==> config.mk <==
export PLATFORM = sky130hd
export DESIGN_NAME = mult_seq_flat
export DESIGN_NICKNAME = d
export VERILOG_FILES = /design/src/rtl/mult_seq_if.sv /design/src/rtl/mult_seq.sv /design/src/flat_wrapper.sv
export SDC_FILE = /design/constraint.sdc
export NUM_CORES = 1
export LEC_CHECK = 0
export ABC_CLOCK_PERIOD_IN_PS = 14940
export CAP_MARGIN = 20
export CORE_MARGIN = 2
export CORE_UTILIZATION = 64
export DETAILED_ROUTE_END_ITERATION = 16
export GPL_TIMING_DRIVEN = 0
export MAX_ROUTING_LAYER = met4
export PLACE_DENSITY = 0.87
export SLEW_MARGIN = 20
export SYNTH_ARGS = -nofsm -noshare
export SYNTH_HDL_FRONTEND = slang
export SYNTH_SLANG_ARGS = --single-unit
==> constraint.sdc <==
create_clock -name clk -period 14.94 [get_ports clk]
set_input_delay 2.988 -clock clk [delete_from_list [all_inputs] [get_ports clk]]
set_output_delay 2.988 -clock clk [all_outputs]
set_load 0.05 [all_outputs]
==> src/rtl/mult_seq_if.sv <==
// Operand/result bundle between the control unit and the sequential multiplier.
// The master modport is the control unit; the slave modport is mult_seq.
interface mult_seq_if;
    logic        start;
    logic [1:0]  sign;
    logic [31:0] multiplicand;
    logic [31:0] multiplier;
    logic [31:0] productHI;
    logic [31:0] productLO;
    logic        busy;
    logic        done;

    modport master (
        output start, sign, multiplicand, multiplier,
        input  productHI, productLO, busy, done
    );

    modport slave (
        input  start, sign, multiplicand, multiplier,
        output productHI, productLO, busy, done
    );
endinterface

==> src/rtl/mult_seq.sv <==
// Sequential 32x32 radix-2 shift-add multiplier for the HI/LO path (MULT/MULTU).
// Optional MULT_EARLY_EXIT_EN: leave CALC as soon as the remaining multiplier bits are zero.
module mult_seq (
    input  logic       clk,
    input  logic       rst_n,
    mult_seq_if.slave  bus
);

    typedef enum logic [1:0] {
        IDLE,
        CALC,
        FIX
    } state_t;

    state_t      state, state_nxt;

    logic [31:0] mcand,   mcand_nxt;
    logic [31:0] mplier,  mplier_nxt;
    logic [63:0] acc,     acc_nxt;
    logic [5:0]  cnt,     cnt_nxt;
    logic        neg,     neg_nxt;
    logic [31:0] prod_hi, prod_hi_nxt;
    logic [31:0] prod_lo, prod_lo_nxt;
    logic        busy_q,  busy_nxt;
    logic        done_q,  done_nxt;

    logic        is_signed;
    logic [31:0] mag_a;
    logic [31:0] mag_b;
    logic [31:0] mplier_shr;
    logic [5:0]  cnt_inc;
    logic [63:0] acc_result;
    logic        exit_calc;
    logic        unused_sign_rsvd;

    // sign[0] is reserved by the control unit and has no effect here
    assign unused_sign_rsvd = bus.sign[0];
    assign is_signed        = bus.sign[1];

    // 0x80000000 negates to itself, which is the correct unsigned magnitude
    assign mag_a = (is_signed && bus.multiplicand[31]) ? (~bus.multiplicand + 32'd1) : bus.multiplicand;
    assign mag_b = (is_signed && bus.multiplier[31])   ? (~bus.multiplier   + 32'd1) : bus.multiplier;

    assign mplier_shr = mplier >> 1;
    assign cnt_inc    = cnt + 6'd1;
    assign acc_result = neg ? (~acc + 64'd1) : acc;

`ifdef MULT_EARLY_EXIT_EN
    assign exit_calc = (cnt_inc == 6'd32) || (mplier_shr == '0);
`else
    assign exit_calc = (cnt_inc == 6'd32);
`endif

    always_ff @(posedge clk or negedge rst_n) begin
        if (!rst_n) begin
            state <= IDLE;
        end else begin
            state <= state_nxt;
        end
    end

    always_comb begin
        state_nxt   = state;
        mcand_nxt   = mcand;
        mplier_nxt  = mplier;
        acc_nxt     = acc;
        cnt_nxt     = cnt;
        neg_nxt     = neg;
        prod_hi_nxt = prod_hi;
        prod_lo_nxt = prod_lo;
        busy_nxt    = busy_q;
        done_nxt    = 1'b0;

        case (state)
            IDLE: begin
                if (bus.start) begin
                    mcand_nxt  = mag_a;
                    mplier_nxt = mag_b;
                    neg_nxt    = is_signed & (bus.multiplicand[31] ^ bus.multiplier[31]);
                    acc_nxt    = '0;
                    cnt_nxt    = '0;
                    busy_nxt   = 1'b1;
                    state_nxt  = CALC;
                end
            end

            CALC: begin
                if (mplier[0]) begin
                    acc_nxt = acc + ({32'd0, mcand} << cnt);
                end
                mplier_nxt = mplier_shr;
                cnt_nxt    = cnt_inc;
                if (exit_calc) begin
                    state_nxt = FIX;
                end
            end

            FIX: begin
                prod_hi_nxt = acc_result[63:32];
                prod_lo_nxt = acc_result[31:0];
                done_nxt    = 1'b1;
                busy_nxt    = 1'b0;
                state_nxt   = IDLE;
            end

            default: begin
                state_nxt = IDLE;
                busy_nxt  = 1'b0;
            end
        endcase
    end

    always_ff @(posedge clk or negedge rst_n) begin
        if (!rst_n) begin
            mcand   <= '0;
            mplier  <= '0;
            acc     <= '0;
            cnt     <= '0;
            neg     <= 1'b0;
            prod_hi <= '0;
            prod_lo <= '0;
            busy_q  <= 1'b0;
            done_q  <= 1'b0;
        end else begin
            mcand   <= mcand_nxt;
            mplier  <= mplier_nxt;
            acc     <= acc_nxt;
            cnt     <= cnt_nxt;
            neg     <= neg_nxt;
            prod_hi <= prod_hi_nxt;
            prod_lo <= prod_lo_nxt;
            busy_q  <= busy_nxt;
            done_q  <= done_nxt;
        end
    end

    assign bus.productHI = prod_hi;
    assign bus.productLO = prod_lo;
    assign bus.busy      = busy_q;
    assign bus.done      = done_q;

endmodule
==> src/flat_wrapper.sv <==
// flat-port wrapper written by rule: the top's interface ports become plain ports
module mult_seq_flat 
  (clk, rst_n, bus_start, bus_sign, bus_multiplicand, bus_multiplier, bus_productHI, bus_productLO, bus_busy, bus_done);
  mult_seq_if bus_i ();
  input  logic clk;
  input  logic rst_n;
  input wire logic [$bits(bus_i.start)-1:0] bus_start;
  input wire logic [$bits(bus_i.sign)-1:0] bus_sign;
  input wire logic [$bits(bus_i.multiplicand)-1:0] bus_multiplicand;
  input wire logic [$bits(bus_i.multiplier)-1:0] bus_multiplier;
  output wire logic [$bits(bus_i.productHI)-1:0] bus_productHI;
  output wire logic [$bits(bus_i.productLO)-1:0] bus_productLO;
  output wire logic [$bits(bus_i.busy)-1:0] bus_busy;
  output wire logic [$bits(bus_i.done)-1:0] bus_done;
  assign bus_i.start = bus_start;
  assign bus_i.sign = bus_sign;
  assign bus_i.multiplicand = bus_multiplicand;
  assign bus_i.multiplier = bus_multiplier;
  assign bus_productHI = bus_i.productHI;
  assign bus_productLO = bus_i.productLO;
  assign bus_busy = bus_i.busy;
  assign bus_done = bus_i.done;
  mult_seq u_core (.clk(clk), .rst_n(rst_n), .bus(bus_i));
endmodule
# Word-level counts from Yosys, hierarchy flattened
# Index checks and enable logic that the tools add are counted.
# W data, S select, Z words.
# classes
addsub	5
mul	0
div_mod_pow	0
magnitude_cmp	0
eq_ne	6
shifts	1
muxes	16
n_bitwise	6
reduce_logical	9
# ops
cell	n
$mux W64	3
$pmux W64 S2	1
$mux W32	3
$add A32 B1 Y32 const B	2
$add A64 B1 Y64 const B	1
$add A64 B64 Y64	1
$not A32 Y32	2
$not A64 Y64	1
$pmux W32 S2	1
$shl A32 B6 Y64	1
$pmux W6 S2	1
$reduce_and A2 Y1	4
$add A6 B1 Y6 const B	1
$eq A6 B6 Y1 const B	1
$mux W6	1
$mux W2	2
$ne A2 B1 Y1 const B	2
$pmux W2 S2	1
$reduce_and A3 Y1	1
$eq A2 B1 Y1 const B	1
$eq A2 B2 Y1 const B	1
$logic_and A1 B1 Y1	2
$logic_not A2 Y1	1
$mux W1	2
6 further kinds	6
# totals
reg_bits	203
latchBits	0
mem_bits_rw	0
rom_bits	0
in_bits	69
out_inout_bits	66
memories	0

# Logic depth before layout (Yosys ltp)
# logic_depth
depth_word	5
depth_mapped	23
depth_no_buf	20

# Least setup slack after synthesis
# No wires, ideal clock.
# synth_path
path_type	input to register
start	in bus_multiplier[4]
end	reg u_core.mplier[29]
setup_ps	133
arrival_time_ps	5072
t_required_ps	14807
path_slack_ps	9735
cell_stages	9
path_buffers	0
cell_sequence	or3_1 -> or4_1 -> or2_2 -> nor3_1 -> nand2_1 -> nor3_1 -> a21oi_1 -> xnor2_1 -> o21ai_0
# synth_via
elab_chain_cells	5
# synth_rtl
item	line_no	source
start, declared	flat_wrapper.sv:10	input wire logic [$bits(bus_i.multiplier)-1:0] bus_multiplier;
$not A32 Y32	mult_seq.sv:42	assign mag_b = (is_signed && bus.multiplier[31]) ? (~bus.multiplier + 32'd1) : bus.multiplier;
$add A32 B1 Y32	mult_seq.sv:42	
$mux W32	mult_seq.sv:42	
$mux W32	mult_seq.sv:76	if (bus.start) begin
$pmux W32 S2	mult_seq.sv:74	case (state)
end signal, assigned	mult_seq.sv:126	mplier <= mplier_nxt;
end, declared	mult_seq.sv:18	logic [31:0] mplier, mplier_nxt;
# No other way between the ends. The select of a mux whose other input is x is not followed.
# A chain may end at the register's enable or synchronous reset.

# Final worst setup path
# layout_path
start	reg u_core.cnt[0]
end	reg u_core.acc[51]
# layout_via
elab_chain_cells	4
# layout_rtl
item	line_no	source
start, declared	mult_seq.sv:20	logic [5:0] cnt, cnt_nxt;
start signal, assigned	mult_seq.sv:128	cnt <= cnt_nxt;
$shl A32 B6 Y64	mult_seq.sv:89	acc_nxt = acc + ({32'd0, mcand} << cnt);
$add A64 B64 Y64	mult_seq.sv:89	
$mux W64	mult_seq.sv:88	if (mplier[0]) begin
$pmux W64 S2	mult_seq.sv:74	
end signal, assigned	mult_seq.sv:127	acc <= acc_nxt;
end, declared	mult_seq.sv:19	logic [63:0] acc, acc_nxt;
# No other way between the ends. The select of a mux whose other input is x is not followed.

==> results by group <==
Cells and area
  – Final nets: 2260
  – Most frequent cells in the layout: nand2_1 (318), o21ai_0 (289), dfrtp_1 (203), clkdlybuf4s50_1 (131), clkbuf_1 (113)
  – Share of cells above drive strength 1: 0.0463
  – Commonest non-fill, non-tap cell in the layout: nand2_1
  – Layout area overhead: 16.0%

Clocking
  – Reg clk slew, reported paths: 70 ps
  – Hold buffers post-CTS: 0
  – CTS tree: built
  – CTS Root Cell: clkbuf_16
  – CTS resizes: 0
  – CTS sink cnt: 203
  – Max Root-Sink Buffers: 3
  – H-Tree Level Count: 1
  – Skew-Pair Late Insertion Delay: 530 ps
  – Number of buffers created by CTS: 23
  – Postcts setup bufs: 0

GRT
  – Remaining global-route overflow: 0
  – Largest net degree at the start of global routing: 88
  – Vias in the first global route: 15700
  – First-pass GRT wire length: 82.7 mm
  – Gr usage total: 0.408
  – Initial antenna violation count: 1

Logic synthesis
  – Primary FF master, synth: dfrtp_1
  – Yosys top cell area share: 0.317
  – Async set-reset flop share out of synthesis: 1.00
  – Mapped Area: 0.0160 sq mm
  – Post-synth EDFFs: 0
  – Avg Cell Area, Syn: 8.16 sq um
  – Synth Instances: 1964
  – Seq/Total Area, Yosys: 0.317
  – Cell type with the largest total area after synthesis: dfrtp_1
  – Post-Syn Nets: 2101
  – Top cells by area, synth: dfrtp_1 (32%), o21ai_0 (9.0%), nand2_1 (7.5%), xor2_1 (6.1%), ha_1 (5.2%)
  – Yosys Warn Count: 0
  – Post-synth cell types: 77
  – Synthesized flop and latch total: 203

Timing
  – Final min period: 6980 ps
  – Least-Margin Pin Slew: 1160 ps
  – Fmax: 143 MHz
  – Relative slew slack: 0.226
  – Max Slew Vio Count: 0
  – Final hold vios: 0
  – Final setup fails: 0
  – Final period util: 0.467
  – Unrepaired setup endpoints after global routing: no
  – Setup total negative slack: 0 ps
  – Clock Skews: 21.7 ps

Pwr
  – Logic gate share of total power: 0.659
  – Internal power: 0.00214 W
  – Psw: 0.00236 W
  – VDD IR max: 130 uV
  – Clock power frac: 0.129
  – Reg power frac: 0.212
  – Sw Ratio: 0.524
  – PwrDens: 242 mW/mm^2
  – Pwr Total: 0.00450 W
  – Leak pwr: 8.09 nW

Critical path
  – Crit Reg-Reg Startpoint: u_core.cnt[0]
  – Crit path capture type: register
  – R2R Setup Slk: 7960 ps
  – Crit-path max FO: 10
  – Data arrival, critical path: 7420 ps
  – Critical path type: register to register
  – CP startpoint kind: register
  – WP data required: 15380 ps
  – Reg2Reg Depth: 22
  – Worst R2R End: u_core.acc[51]

Drt
  – DR vias/cell: 6.62
  – Detailed Routing Iterations Pass 1: 6
  – Total number of vias: 16300
  – Detailed Route Iter0 Violations: 1589
  – WL per Instance: 21.3 um
  – DRC Markers: 0
  – ANT nets after route: 0
  – Post-Route WL: 52.6 mm

Worst hold path
  – WHS Path Cells: 2
  – Hold path endpoint: u_core.bus.productLO[14]
  – HP Class: register to register
  – Hold path start: u_core.bus.productLO[14]

Floorplanning
  – Die span in y: 162 um
  – Die W: 162 um
  – Total I/O pin count: 135
  – Placeable Area: 0.0245 sq mm
  – Starting density of the core: 0.655
  – FP Rows: 57
  – Die ar.: 0.0263 sq mm

Place
  – Buffers on Ports: 132
  – Final GP Congestion: 1.06
  – Placed wire-length estimate: 39.7 mm

Flow run
  – Max Cap Viol: 0

Run status
  – Run status: complete, no violations
-- worst max-delay path by stage --
stage / start / endpoint / slack [ps] / depth (start not counted)
finish: u_core.cnt[0] / u_core.acc[51] / 7960 / 22
global route: u_core.cnt[0] / u_core.acc[62] / 7490 / 22
floorplan: bus_multiplier[4] / u_core.mplier[29] / 9730 / 9
detailed placement: u_core.cnt[0] / u_core.acc[51] / 8310 / 22
global placement: rst_n / u_core.mplier[18] / 2790 / 1
CTS: u_core.cnt[0] / u_core.acc[51] / 8190 / 22
-- state kept, by name, indices dropped and copies added (netlist names) --
register and cells:
u_core.cnt 6, u_core.mplier 32, u_core.bus.productHI 32, u_core.acc 64, u_core.state 2, u_core.bus.productLO 32, u_core.bus.done 1, u_core.bus.busy 1
u_core.neg 1, u_core.mcand 32
-- synthesized netlist by cell type (all sizes together) (17+ instances only) --
cell      n
a22oi    26
clkbuf  109
o22ai    29
ha       67
or4      17
dfrtp   203
a21o     58
nand2   318
xnor2    65
mux4     21
a21oi   108
nor2    103
o21ai   294
o41ai    17
mux2i    42
nor3     29
o31ai    30
nand4    20
and2     31
inv      29
or3      17
xor2    111
nand3    29
-- stage by stage --
step / instances / cell area, sq um / setup slack [ps] / utilization / hold WS (ps)
after detailed placement: 2422 / 17800 / 8310 / 0.728 / 470
final: 2465 / 18600 / 7960 / 0.760 / 477
after floorplan: 1964 / 16000 / 9730 / - / 451
after CTS: 2464 / 18600 / 8190 / 0.760 / 483
after global routing: 2465 / 18600 / 7490 / 0.760 / 497
after global placement: 2420 / 17700 / 2790 / 0.725 / 460
-- per-layer routing --
metal  part of all wire  track usage  routed length (um)
met1               0.39        0.499               20600
met5                  0            -                   0
met3              0.078       0.0506                4120
met2               0.47        0.672               24900
met4              0.057        0.201                2980
-- kinds of logic after synthesis --
| kind of cell | after synthesis | synth area share |
|---|---|---|
| DFF | 203 | 0.317 |
| AOI/OAI and AO/OA | 660 | 0.251 |
| and+or+nand+nor | 633 | 0.184 |
| muxes | 73 | 0.0628 |
| buffers and inverters | 151 | 0.0355 |
| adders and majority gates | 68 | 0.0536 |
| xor gates and xnor gates | 176 | 0.0962 |
-- worst max-delay path: stages, from the launching register on --
cell and delay [ps]:
dfrtp_1 370, clkbuf_1 360, buf_1 560, buf_1 590, clkbuf_1 570, mux2i_1 270
nand2_1 80, o21ai_0 170, o21ai_0 180, o21ai_0 360, o21ai_0 240, and2_1 250
ha_1 280, clkbuf_1 270, and2_1 270, nand3_1 140, o311ai_0 380, a21o_1 280
nor2_1 70, o31ai_1 630, a21oi_1 190, xor2_1 180, o21ai_0 200
-- layout make-up --
class	count	area (sq um)
timing repair buffer	134	1380
clock inverter	7	73.8
inverter	31	116
clock buffer	35	701
tap	324	405
multi-input combinational	1610	10400
sequential	203	5080
fill	1743	5880
antenna	1	2.50
buffer	120	452
-- power by group through the flow --
stage / logic [W] / clock network, W / registers (W)
floorplan: 0.00207 / 0 / 0.000891
global placement: 0.00276 / 0 / 0.000926
detailed placement: 0.00284 / 0 / 0.000941
CTS: 0.00288 / 0.000582 / 0.000938
global route: 0.00322 / 0.000601 / 0.000969
finish: 0.00297 / 0.000581 / 0.000953
Power figures use the tool's default switching activity.
